`src/rtl/cfi_lp_csr_pkg.sv`:
```
// Shared definitions for the landing-pad CFI unit.
//   lp_op_t      : committed CFI/CSR operation encoding
//   lp_state_t   : expected-landing-pad state
//   LL_W/ML_W/UL_W : label segment widths (LPLR = {UL, ML, LL})
//   LP_CAUSE_*   : CFI exception cause codes
//   CSR_LPLR/CSR_ELP : CSR addresses decoded by the unit
package cfi_lp_csr_pkg;

    localparam int LL_W   = 9;
    localparam int ML_W   = 8;
    localparam int UL_W   = 8;
    localparam int LPLR_W = LL_W + ML_W + UL_W;

    typedef enum logic [2:0] {
        LP_NONE = 3'd0,
        LP_SLL  = 3'd1,
        LP_SML  = 3'd2,
        LP_SUL  = 3'd3,
        LP_CLL  = 3'd4,
        LP_CSRW = 3'd5,
        LP_CSRR = 3'd6
    } lp_op_t;

    typedef enum logic [1:0] {
        NO_LP  = 2'd0,
        LP_EXP = 2'd1,
        FAULT  = 2'd2
    } lp_state_t;

    localparam logic [1:0] LP_CAUSE_MISSING  = 2'd1;
    localparam logic [1:0] LP_CAUSE_MISMATCH = 2'd2;

    localparam logic [11:0] CSR_LPLR = 12'h8c0;
    localparam logic [11:0] CSR_ELP  = 12'h8c1;

endpackage

```
`src/rtl/cfi_lp_csr_label_reg.sv`:
```
// lp_label_reg: segmented landing-pad label register.
//   clk_i, rst_i        : clock, synchronous active-high reset
//   we_ll/we_ml/we_ul   : write one segment from the low bits of wdata
//   we_all              : write the whole register from wdata
//   wdata               : write data, already truncated to register width
//   lplr                : current value {UL, ML, LL}
module lp_label_reg
    import cfi_lp_csr_pkg::*;
#(
    parameter int LL_W = 9
) (
    input  logic                         clk_i,
    input  logic                         rst_i,
    input  logic                         we_ll,
    input  logic                         we_ml,
    input  logic                         we_ul,
    input  logic                         we_all,
    input  logic [LL_W+ML_W+UL_W-1:0]    wdata,
    output logic [LL_W+ML_W+UL_W-1:0]    lplr
);

    always_ff @(posedge clk_i) begin
        if (rst_i) begin
            lplr <= '0;
        end else if (we_all) begin
            lplr <= wdata;
        end else begin
            // Segment writes always source from the low bits of wdata.
            if (we_ll) lplr[LL_W-1:0]          <= wdata[LL_W-1:0];
            if (we_ml) lplr[LL_W +: ML_W]      <= wdata[ML_W-1:0];
            if (we_ul) lplr[LL_W+ML_W +: UL_W] <= wdata[UL_W-1:0];
        end
    end

endmodule

```
`src/rtl/cfi_lp_csr.sv`:
```
// cfi_lp_csr: commit-side landing-pad CFI unit.
//   clk_i/rst_i          : clock, synchronous active-high reset
//   flush_i              : pipeline flush, clears a pending fault
//   lp_en_i              : landing-pad enforcement enable
//   csr_valid_i/op/addr/wdata : committed CFI/CSR op
//   instr_commit_i, indirect_jump_i : commit stream information
//   csr_ack_o, csr_rdata_o : op acceptance pulse and combinational read data
//   lplr_o, elp_o        : architectural label register and ELP flag
//   cfi_ex_valid_o/cause_o : registered CFI exception
module cfi_lp_csr
    import cfi_lp_csr_pkg::*;
#(
    parameter int XLEN = 64,
    parameter int LL_W = 9
) (
    input  logic                       clk_i,
    input  logic                       rst_i,
    input  logic                       flush_i,
    input  logic                       lp_en_i,
    input  logic                       csr_valid_i,
    input  logic [2:0]                 csr_op_i,
    input  logic [11:0]                csr_addr_i,
    input  logic [XLEN-1:0]            csr_wdata_i,
    input  logic                       instr_commit_i,
    input  logic                       indirect_jump_i,
    output logic                       csr_ack_o,
    output logic [XLEN-1:0]            csr_rdata_o,
    output logic [LL_W+ML_W+UL_W-1:0]  lplr_o,
    output logic                       elp_o,
    output logic                       cfi_ex_valid_o,
    output logic [1:0]                 cfi_ex_cause_o
);

    localparam int W = LL_W + ML_W + UL_W;

    lp_state_t  state_q, state_d;
    logic [1:0] cause_q, cause_d;
    lp_op_t     op;
    logic       active, is_cll, ll_match, elp_wr;
    logic [W-1:0] lplr;
    logic       unused_wdata;

    assign op       = lp_op_t'(csr_op_i);
    // Ops are accepted outside FAULT and never while reset is held.
    assign active   = csr_valid_i & (state_q != FAULT) & ~rst_i;
    assign is_cll   = csr_valid_i & (op == LP_CLL);
    // LP_CLL always compares against the registered LL.
    assign ll_match = (csr_wdata_i[LL_W-1:0] == lplr[LL_W-1:0]);
    assign elp_wr   = active & (op == LP_CSRW) & (csr_addr_i == CSR_ELP);
    assign unused_wdata = ^csr_wdata_i[XLEN-1:W];

    lp_label_reg #(.LL_W(LL_W)) u_lplr (
        .clk_i  (clk_i),
        .rst_i  (rst_i),
        .we_ll  (active & (op == LP_SLL)),
        .we_ml  (active & (op == LP_SML)),
        .we_ul  (active & (op == LP_SUL)),
        .we_all (active & (op == LP_CSRW) & (csr_addr_i == CSR_LPLR)),
        .wdata  (csr_wdata_i[W-1:0]),
        .lplr   (lplr)
    );

    always_comb begin
        state_d = state_q;
        cause_d = cause_q;
        unique case (state_q)
            NO_LP: begin
                if (is_cll && !ll_match) begin
                    state_d = FAULT;
                    cause_d = LP_CAUSE_MISMATCH;
                end else if (elp_wr) begin
                    state_d = csr_wdata_i[0] ? LP_EXP : NO_LP;
                end else if (instr_commit_i && indirect_jump_i) begin
                    state_d = LP_EXP;
                end
            end
            LP_EXP: begin
                // The first commit after the jump must be a matching LP_CLL.
                if (instr_commit_i) begin
                    if (is_cll && ll_match) begin
                        state_d = NO_LP;
                    end else begin
                        state_d = FAULT;
                        cause_d = is_cll ? LP_CAUSE_MISMATCH : LP_CAUSE_MISSING;
                    end
                end else if (elp_wr) begin
                    state_d = csr_wdata_i[0] ? LP_EXP : NO_LP;
                end
            end
            FAULT:   state_d = FAULT;
            default: state_d = NO_LP;
        endcase
        // Flush clears a pending or just-raised fault; ELP otherwise survives.
        if (flush_i && state_d == FAULT) state_d = NO_LP;
        if (!lp_en_i) state_d = NO_LP;
        if (state_d != FAULT) cause_d = '0;
    end

    always_ff @(posedge clk_i) begin
        if (rst_i) begin
            state_q <= NO_LP;
            cause_q <= '0;
        end else begin
            state_q <= state_d;
            cause_q <= cause_d;
        end
    end

    always_comb begin
        csr_rdata_o = '0;
        if (active && op == LP_CSRR) begin
            if (csr_addr_i == CSR_LPLR) csr_rdata_o[W-1:0] = lplr;
            else if (csr_addr_i == CSR_ELP) csr_rdata_o[0] = (state_q == LP_EXP);
        end
    end

    assign csr_ack_o      = active;
    assign lplr_o         = lplr;
    assign elp_o          = (state_q == LP_EXP);
    assign cfi_ex_valid_o = (state_q == FAULT);
    assign cfi_ex_cause_o = cause_q;

endmodule

```
`config.mk`:
```
export PLATFORM = sky130hd
export DESIGN_NAME = cfi_lp_csr
export DESIGN_NICKNAME = d
export VERILOG_FILES = /design/src/rtl/cfi_lp_csr_pkg.sv /design/src/rtl/cfi_lp_csr_label_reg.sv /design/src/rtl/cfi_lp_csr.sv
export SDC_FILE = /design/constraint.sdc
export NUM_CORES = 1
export LEC_CHECK = 0
export CAP_MARGIN = 20
export CORE_UTILIZATION = 34
export CTS_CLUSTER_SIZE = 10
export DETAILED_ROUTE_END_ITERATION = 8
export GPL_ROUTABILITY_DRIVEN = 0
export HOLD_SLACK_MARGIN = 0.1
export PLACE_DENSITY_LB_ADDON = 0.15
export SYNTH_ARGS = -nofsm -noshare
export SYNTH_HDL_FRONTEND = slang
export SYNTH_SLANG_ARGS = --single-unit
```
`constraint.sdc`:
```
create_clock -name clk_i -period 4.71 [get_ports clk_i]
set_input_delay 1.413 -clock clk_i [delete_from_list [all_inputs] [get_ports clk_i]]
set_output_delay 1.413 -clock clk_i [all_outputs]
set_load 0.03 [all_outputs]
```
==> results.py, run 1 <==
metrics = {
    "run_status": {
        "status": "completed",
    },
    "floorplan": {
        "num_rows": 27,
        "design.core.area_sq_um": 5570,
        "die_w_microns": 78.5,
        "initial_core_util": 0.357,
        "ios": 180,
        "die_y_microns": 78.5,
        "dieArea_sq_um": 6170,
    },
    "synthesis": {
        "syn_area_sq_um": 1990,
        "syn_area_per_cell_sq_um": 8.62,
        "ys_ff_latch": 29,
        "synth_area_leaders": "dfxtp_1, buf_4, mux2i_1",
        "yosysTopAreaCellShare": 0.291,
        "synth_ff_type": "dfxtp_1",
        "yosysUniqueCellTypes": 41,
        "async_reset_ff_frac": 0,
        "synth-seq-area-share": 0.291,
        "yosys_warnings": 0,
        "syn_inst": 231,
        "yosys.area.top_type": "dfxtp_1",
        "synth_edf_count": 0,
    },
    "critical_path": {
        "crit_buf_inv": 4,
        "arrival_ps": 3140,
        "critical_path_class": "primary input to output pin",
        "slowest_delay_ps": 390,
        "critPathSlowestCell": "clkdlybuf4s50_1",
        "path_cells": "clkdlybuf4s50_1, nor4b_1, buf_4, nand3_1, nor3_4, buf_4, and2_1, buf_4",
        "cp-start-kind": "primary input",
        "crit_fanout": 6,
        "path_delay_family": "buffers and inverters",
        "critPathRequiredTime_ps": 3300,
        "cpMostUsedCell": "buf_4",
        "critPathCaptureType": "output pin",
    },
    "global_routing": {
        "grt_usage": 0.172,
        "grt.overflow.total": 0,
        "grt_start_max_net_pins": 33,
        "antenna_found_initial": 0,
        "grt_pass1_vias": 1634,
        "grt_pass1_wl_microns": 8170,
    },
    "detailed_routing": {
        "dr_wl_met3_microns": 544,
        "drt-pass1-iter-count": 4,
        "via_per_inst": 4.60,
        "route.detailed.drc": 0,
        "wl_microns": 5250,
        "routedWlPerCell_microns": 12.8,
        "drt-initial-drc-count": 66,
        "met2_length_microns": 2290,
        "dr_total_vias": 1886,
        "wl_met1_microns": 2380,
        "ant_nets": 0,
        "highest_layer": "met4",
    },
    "clock_network": {
        "insertion_delay_ps": 280,
        "cts_setup_buffers": 0,
        "cts_buffer_depth": 2,
        "ctsHtreeMaxLevel": 2,
        "cts_tree": "done",
        "cts.sinks": 29,
        "holdBufCountCts": 0,
        "cts_root_buffer": "clkbuf_8",
        "cts_buffers": 5,
        "clk_pin_slew_ps": 60,
    },
    "layout": {
        "antenna_cells": 0,
        "drive_gt1_frac": 0.148,
        "area_delta_synth_final_pct": 50.6,
        "num-nets-final": 423,
        "mostFrequentLayoutCells": "clkdlybuf4s50_1, conb_1, buf_4",
        "layout_commonest_cell": "clkdlybuf4s50_1",
    },
    "sta": {
        "skew_ps": 5.80,
        "min_period_ps": 4550,
        "finalSetupViolations": 0,
        "period_share": 0.966,
        "rsz0062_at_grt": "no",
        "holdWs_ps": 561,
        "hold_viol_final": 0,
        "slew_violations": 0,
        "fmax_mhz": 220,
        "worstMarginPinSlew_ps": 659,
        "relSlewSlack": 0.558,
    },
    "power_and_ir_drop": {
        "swShare": 0.308,
        "leakage_nw": 1.33,
        "vdd_drop_max_v": 0.000105,
        "p_seq_frac": 0.429,
        "total_power_mw": 0.587,
        "powerDensity_nw_per_um2": 196,
        "pwr-share-comb": 0.231,
        "p_int_mw": 0.406,
        "p_clk_frac": 0.340,
        "switchingPower_mw": 0.181,
    },
    "hold_path": {
        "min_path_type": "register to register",
    },
    "placement": {
        "hpwl_microns": 3980,
        "portBuffers": 101,
    },
    "flow_run": {
        "drv_cap": 0,
    },
}
==> metal layers <==
layer | GRT usage | vias up
met1 | 0.223 | 849
met3 | 0.0616 | 2
met4 | 0.0556 | 0
li1 | - | 936
met5 | 0 | -
met2 | 0.263 | 99
==> power groups by stage <==
stage | sequential (mW) | clock (mW) | combinational (mW)
floorplan | 0.262 | 0 | 0.0953
global route | 0.252 | 0.219 | 0.144
CTS | 0.252 | 0.206 | 0.135
finish | 0.252 | 0.200 | 0.136
global placement | 0.257 | 0 | 0.134
detailed placement | 0.257 | 0 | 0.134
==> flip-flops by register name, indices dropped and copies added (netlist names) <==
register and count:
cfi_ex_cause_o 2, state_q 2, u_lplr.lplr 25
==> cell type report <==
| cell class | instances | area (sq um) |
|---|---|---|
| clock inverter | 3 | 17.5 |
| multi-input combinational | 183 | 1190 |
| sequential | 29 | 581 |
| fill | 534 | 2570 |
| timing repair buffer | 110 | 1020 |
| clock buffer | 5 | 68.8 |
| tap | 72 | 90.1 |
| inverter | 8 | 30.0 |
==> synthesized netlist by cell type (2+ instances only) <==
| cell | count |
|---|---|
| dfxtp_1 | 29 |
| nand3_1 | 4 |
| mux2i_1 | 26 |
| nand2_1 | 3 |
| nor3_1 | 4 |
| clkbuf_1 | 3 |
| buf_4 | 40 |
| clkbuf_2 | 2 |
| o22ai_1 | 2 |
| xnor2_1 | 9 |
| a211oi_1 | 17 |
| nor2_1 | 27 |
| buf_2 | 4 |
| nor4b_1 | 2 |
| nand2b_1 | 2 |
| and2_1 | 24 |
| nand4b_1 | 2 |
| inv_1 | 8 |
==> timing repair <==
action,4_1_cts,5_1_grt
endpoints found under the setup margin,16,18
pin swaps,0,1
gates resized for setup,1,2
==> final timing paths <==
kind                                                     to  cells after the start                         from  slack (ps)
worst max-delay path                         csr_rdata_o[3]                      8                csr_addr_i[5]         160
worst max register to register  u_lplr.lplr[0]$_SDFFE_PP0P_                      6        state_q[0]$_SDFF_PP0_        2730
worst min register to register  u_lplr.lplr[8]$_SDFFE_PP0P_                      2  u_lplr.lplr[8]$_SDFFE_PP0P_         560
worst min-delay path            u_lplr.lplr[8]$_SDFFE_PP0P_                      2  u_lplr.lplr[8]$_SDFFE_PP0P_         560
==> through the flow <==
stage	area [sq um]	worst slack, ps	instances	utilization	TNS, ps
global placement	2900	-34.9	402	0.520	-501
finish	3000	162	410	0.538	0
floorplan	2130	351	269	-	0
CTS	2990	10.7	410	0.536	0
global route	3000	33.0	410	0.538	0
detailed placement	2900	-19.3	402	0.520	-173
==> tightest hold or removal path: stages (launching register included) <==
cell and delay [ps]:
dfxtp_1 340, mux2i_1 130, nor2_1 50
==> logic make-up (layout without fill, tap and decap cells) <==
group	count (synthesis)	count (layout)	share of synthesized area
compound gates	30	30	0.117
mux	26	26	0.131
other cells	1	39	0.00188
xor+xnor	9	9	0.0396
buf+inv	57	126	0.187
flops	29	29	0.291
simple gates	79	79	0.232
Power figures use the tool's default switching activity.
==> run 2, diff against run 1 <==
- CELL_PAD_IN_SITES_DETAIL_PLACEMENT: not set -> 1
- CELL_PAD_IN_SITES_GLOBAL_PLACEMENT: not set -> 1
- CORE_UTILIZATION: 34 -> 22
- MAX_ROUTING_LAYER: not set -> met4
==> run 2 against run 1 <==
Compared with the run above: clock power hardly changed; global-route usage is 3.7 points lower; combinational power hardly changed; die area up 53%; flip-flop and latch count unchanged; highest routed layer unchanged.
==> results.py, run 2 (same netlist as run 1, synthesis figures left out) <==
metrics = {
    "flow_run": {
        "drv_cap": 0,
    },
    "clock_network": {
        "cts_buffers": 5,
        "ctsHtreeMaxLevel": 2,
        "cts.sinks": 29,
        "holdBufCountCts": 0,
        "clk_pin_slew_ps": 60,
        "insertion_delay_ps": 280,
        "cts_buffer_depth": 2,
        "cts_tree": "done",
        "cts_root_buffer": "clkbuf_8",
    },
    "critical_path": {
        "critPathRequiredTime_ps": 3300,
        "critical_path_class": "primary input to output pin",
        "arrival_ps": 3150,
        "worstRegToRegCells": 6,
        "path_cells": "clkdlybuf4s50_1, nor4b_2, buf_4, nand3_1, nor3_4, buf_12, and2_1, buf_4",
        "cpMostUsedCell": "buf_4",
        "crit_fanout": 24,
        "cp-start-kind": "primary input",
        "critPathCaptureType": "output pin",
        "slowest_delay_ps": 420,
        "critPathSlowestCell": "clkdlybuf4s50_1",
    },
    "layout": {
        "fin_util": 0.346,
        "largest-register": "u_lplr.lplr",
        "drive_gt1_frac": 0.140,
        "mostFrequentLayoutCells": "clkdlybuf4s50_1, conb_1, buf_4",
        "num-nets-final": 421,
        "antenna_cells": 0,
        "area_delta_synth_final_pct": 52.3,
        "layout_commonest_cell": "clkdlybuf4s50_1",
        "largest_reg_flops": 25,
    },
    "floorplan": {
        "initial_core_util": 0.227,
        "die_y_microns": 97.2,
        "die_w_microns": 97.2,
        "ios": 180,
        "num_rows": 34,
        "design.core.area_sq_um": 8760,
        "dieArea_sq_um": 9440,
    },
    "run_status": {
        "status": "completed",
    },
    "global_routing": {
        "grt_usage": 0.136,
        "antenna_found_initial": 0,
        "grt_start_max_net_pins": 33,
        "grt_pass1_wl_microns": 9890,
        "grt.overflow.total": 0,
        "grt_pass1_vias": 1952,
    },
    "sta": {
        "relSlewSlack": 0.483,
        "skew_ps": 3.15,
        "fmax_mhz": 219,
        "worstMarginPinSlew_ps": 771,
        "period_share": 0.968,
        "slew_violations": 0,
        "fin_tns_setup_ps": 0,
        "min_period_ps": 4560,
        "hold_viol_final": 0,
        "rsz0062_at_grt": "no",
        "finalSetupViolations": 0,
        "holdWs_ps": 567,
    },
    "placement": {
        "hpwl_microns": 4730,
        "portBuffers": 101,
    },
    "detailed_routing": {
        "wl_microns": 6210,
        "drt-pass1-iter-count": 4,
        "routedWlPerCell_microns": 14.0,
        "via_per_inst": 4.25,
        "drt-initial-drc-count": 18,
        "route.detailed.drc": 0,
        "dr_total_vias": 1885,
        "ant_nets": 0,
    },
    "power_and_ir_drop": {
        "vdd_drop_max_v": 0.0000819,
        "total_power_mw": 0.588,
        "leakage_nw": 1.32,
        "powerDensity_nw_per_um2": 194,
    },
    "hold_path": {
        "min_path_type": "register to register",
        "holdPathStages": 2,
    },
}
run 2: changes by cell type in the layout (fill, tap and decap cells not counted), sizes merged:
cell,change
buf,-2
clkbuf,+1
clkinvlp,-1
run 2: worst max-delay path, delay by kind of cell:
family | cells | cell delay [ps]
buffers and inverters | 4 | 910
and+or+nand+nor | 4 | 800
run 2: timing repair:
item	in CTS	in global routing
buffers inserted	0	0
endpoints found under the setup margin	0	24
gates resized for setup	0	2
hold endpoints to repair	0	0
run 2: metal layers:
| layer | track usage | vias to the layer above | wire, microns |
|---|---|---|---|
| met1 | 0.169 | 863 | 2880 |
| met4 | 0.0344 | 0 | 37 |
| li1 | - | 932 | - |
| met2 | 0.215 | 86 | 2820 |
| met3 | 0.0388 | 4 | 465 |
| met5 | - | - | 0 |
run 2: power by group:
part	total, mW	switching [mW]	internal [mW]
sequential	0.252	0.00329	0.248
clock	0.200	0.0977	0.102
combinational	0.137	0.0808	0.0560
run 2: layout make-up:
type / count / area [sq um]
clock inverters: 2 / 10.0
clock buffers: 6 / 72.6
well taps: 108 / 135
repair buffers: 108 / 1010
fillers: 1053 / 5730
multi-input cells: 183 / 1190
flip-flops and latches: 29 / 581
inverters: 8 / 30.0
run 2: worst paths after layout:
kind / startpoint / endpoint / slack, ps
max: csr_addr_i[5] / csr_rdata_o[24] / 150
min: u_lplr.lplr[4]$_SDFFE_PP0P_ / u_lplr.lplr[4]$_SDFFE_PP0P_ / 570
max reg2reg: state_q[0]$_SDFF_PP0_ / u_lplr.lplr[0]$_SDFFE_PP0P_ / 2620
min reg2reg: u_lplr.lplr[4]$_SDFFE_PP0P_ / u_lplr.lplr[4]$_SDFFE_PP0P_ / 570
run 2: metrics by stage:
stage / cell area [sq um] / instances / setup slack (ps)
2_1_floorplan: 2130 / 269 / 351
3_3_place_gp: 2940 / 436 / 46.8
3_5_place_dp: 2940 / 436 / 81.0
4_1_cts: 3020 / 444 / 52.0
5_1_grt: 3030 / 444 / 30.2
6_report: 3030 / 444 / 152
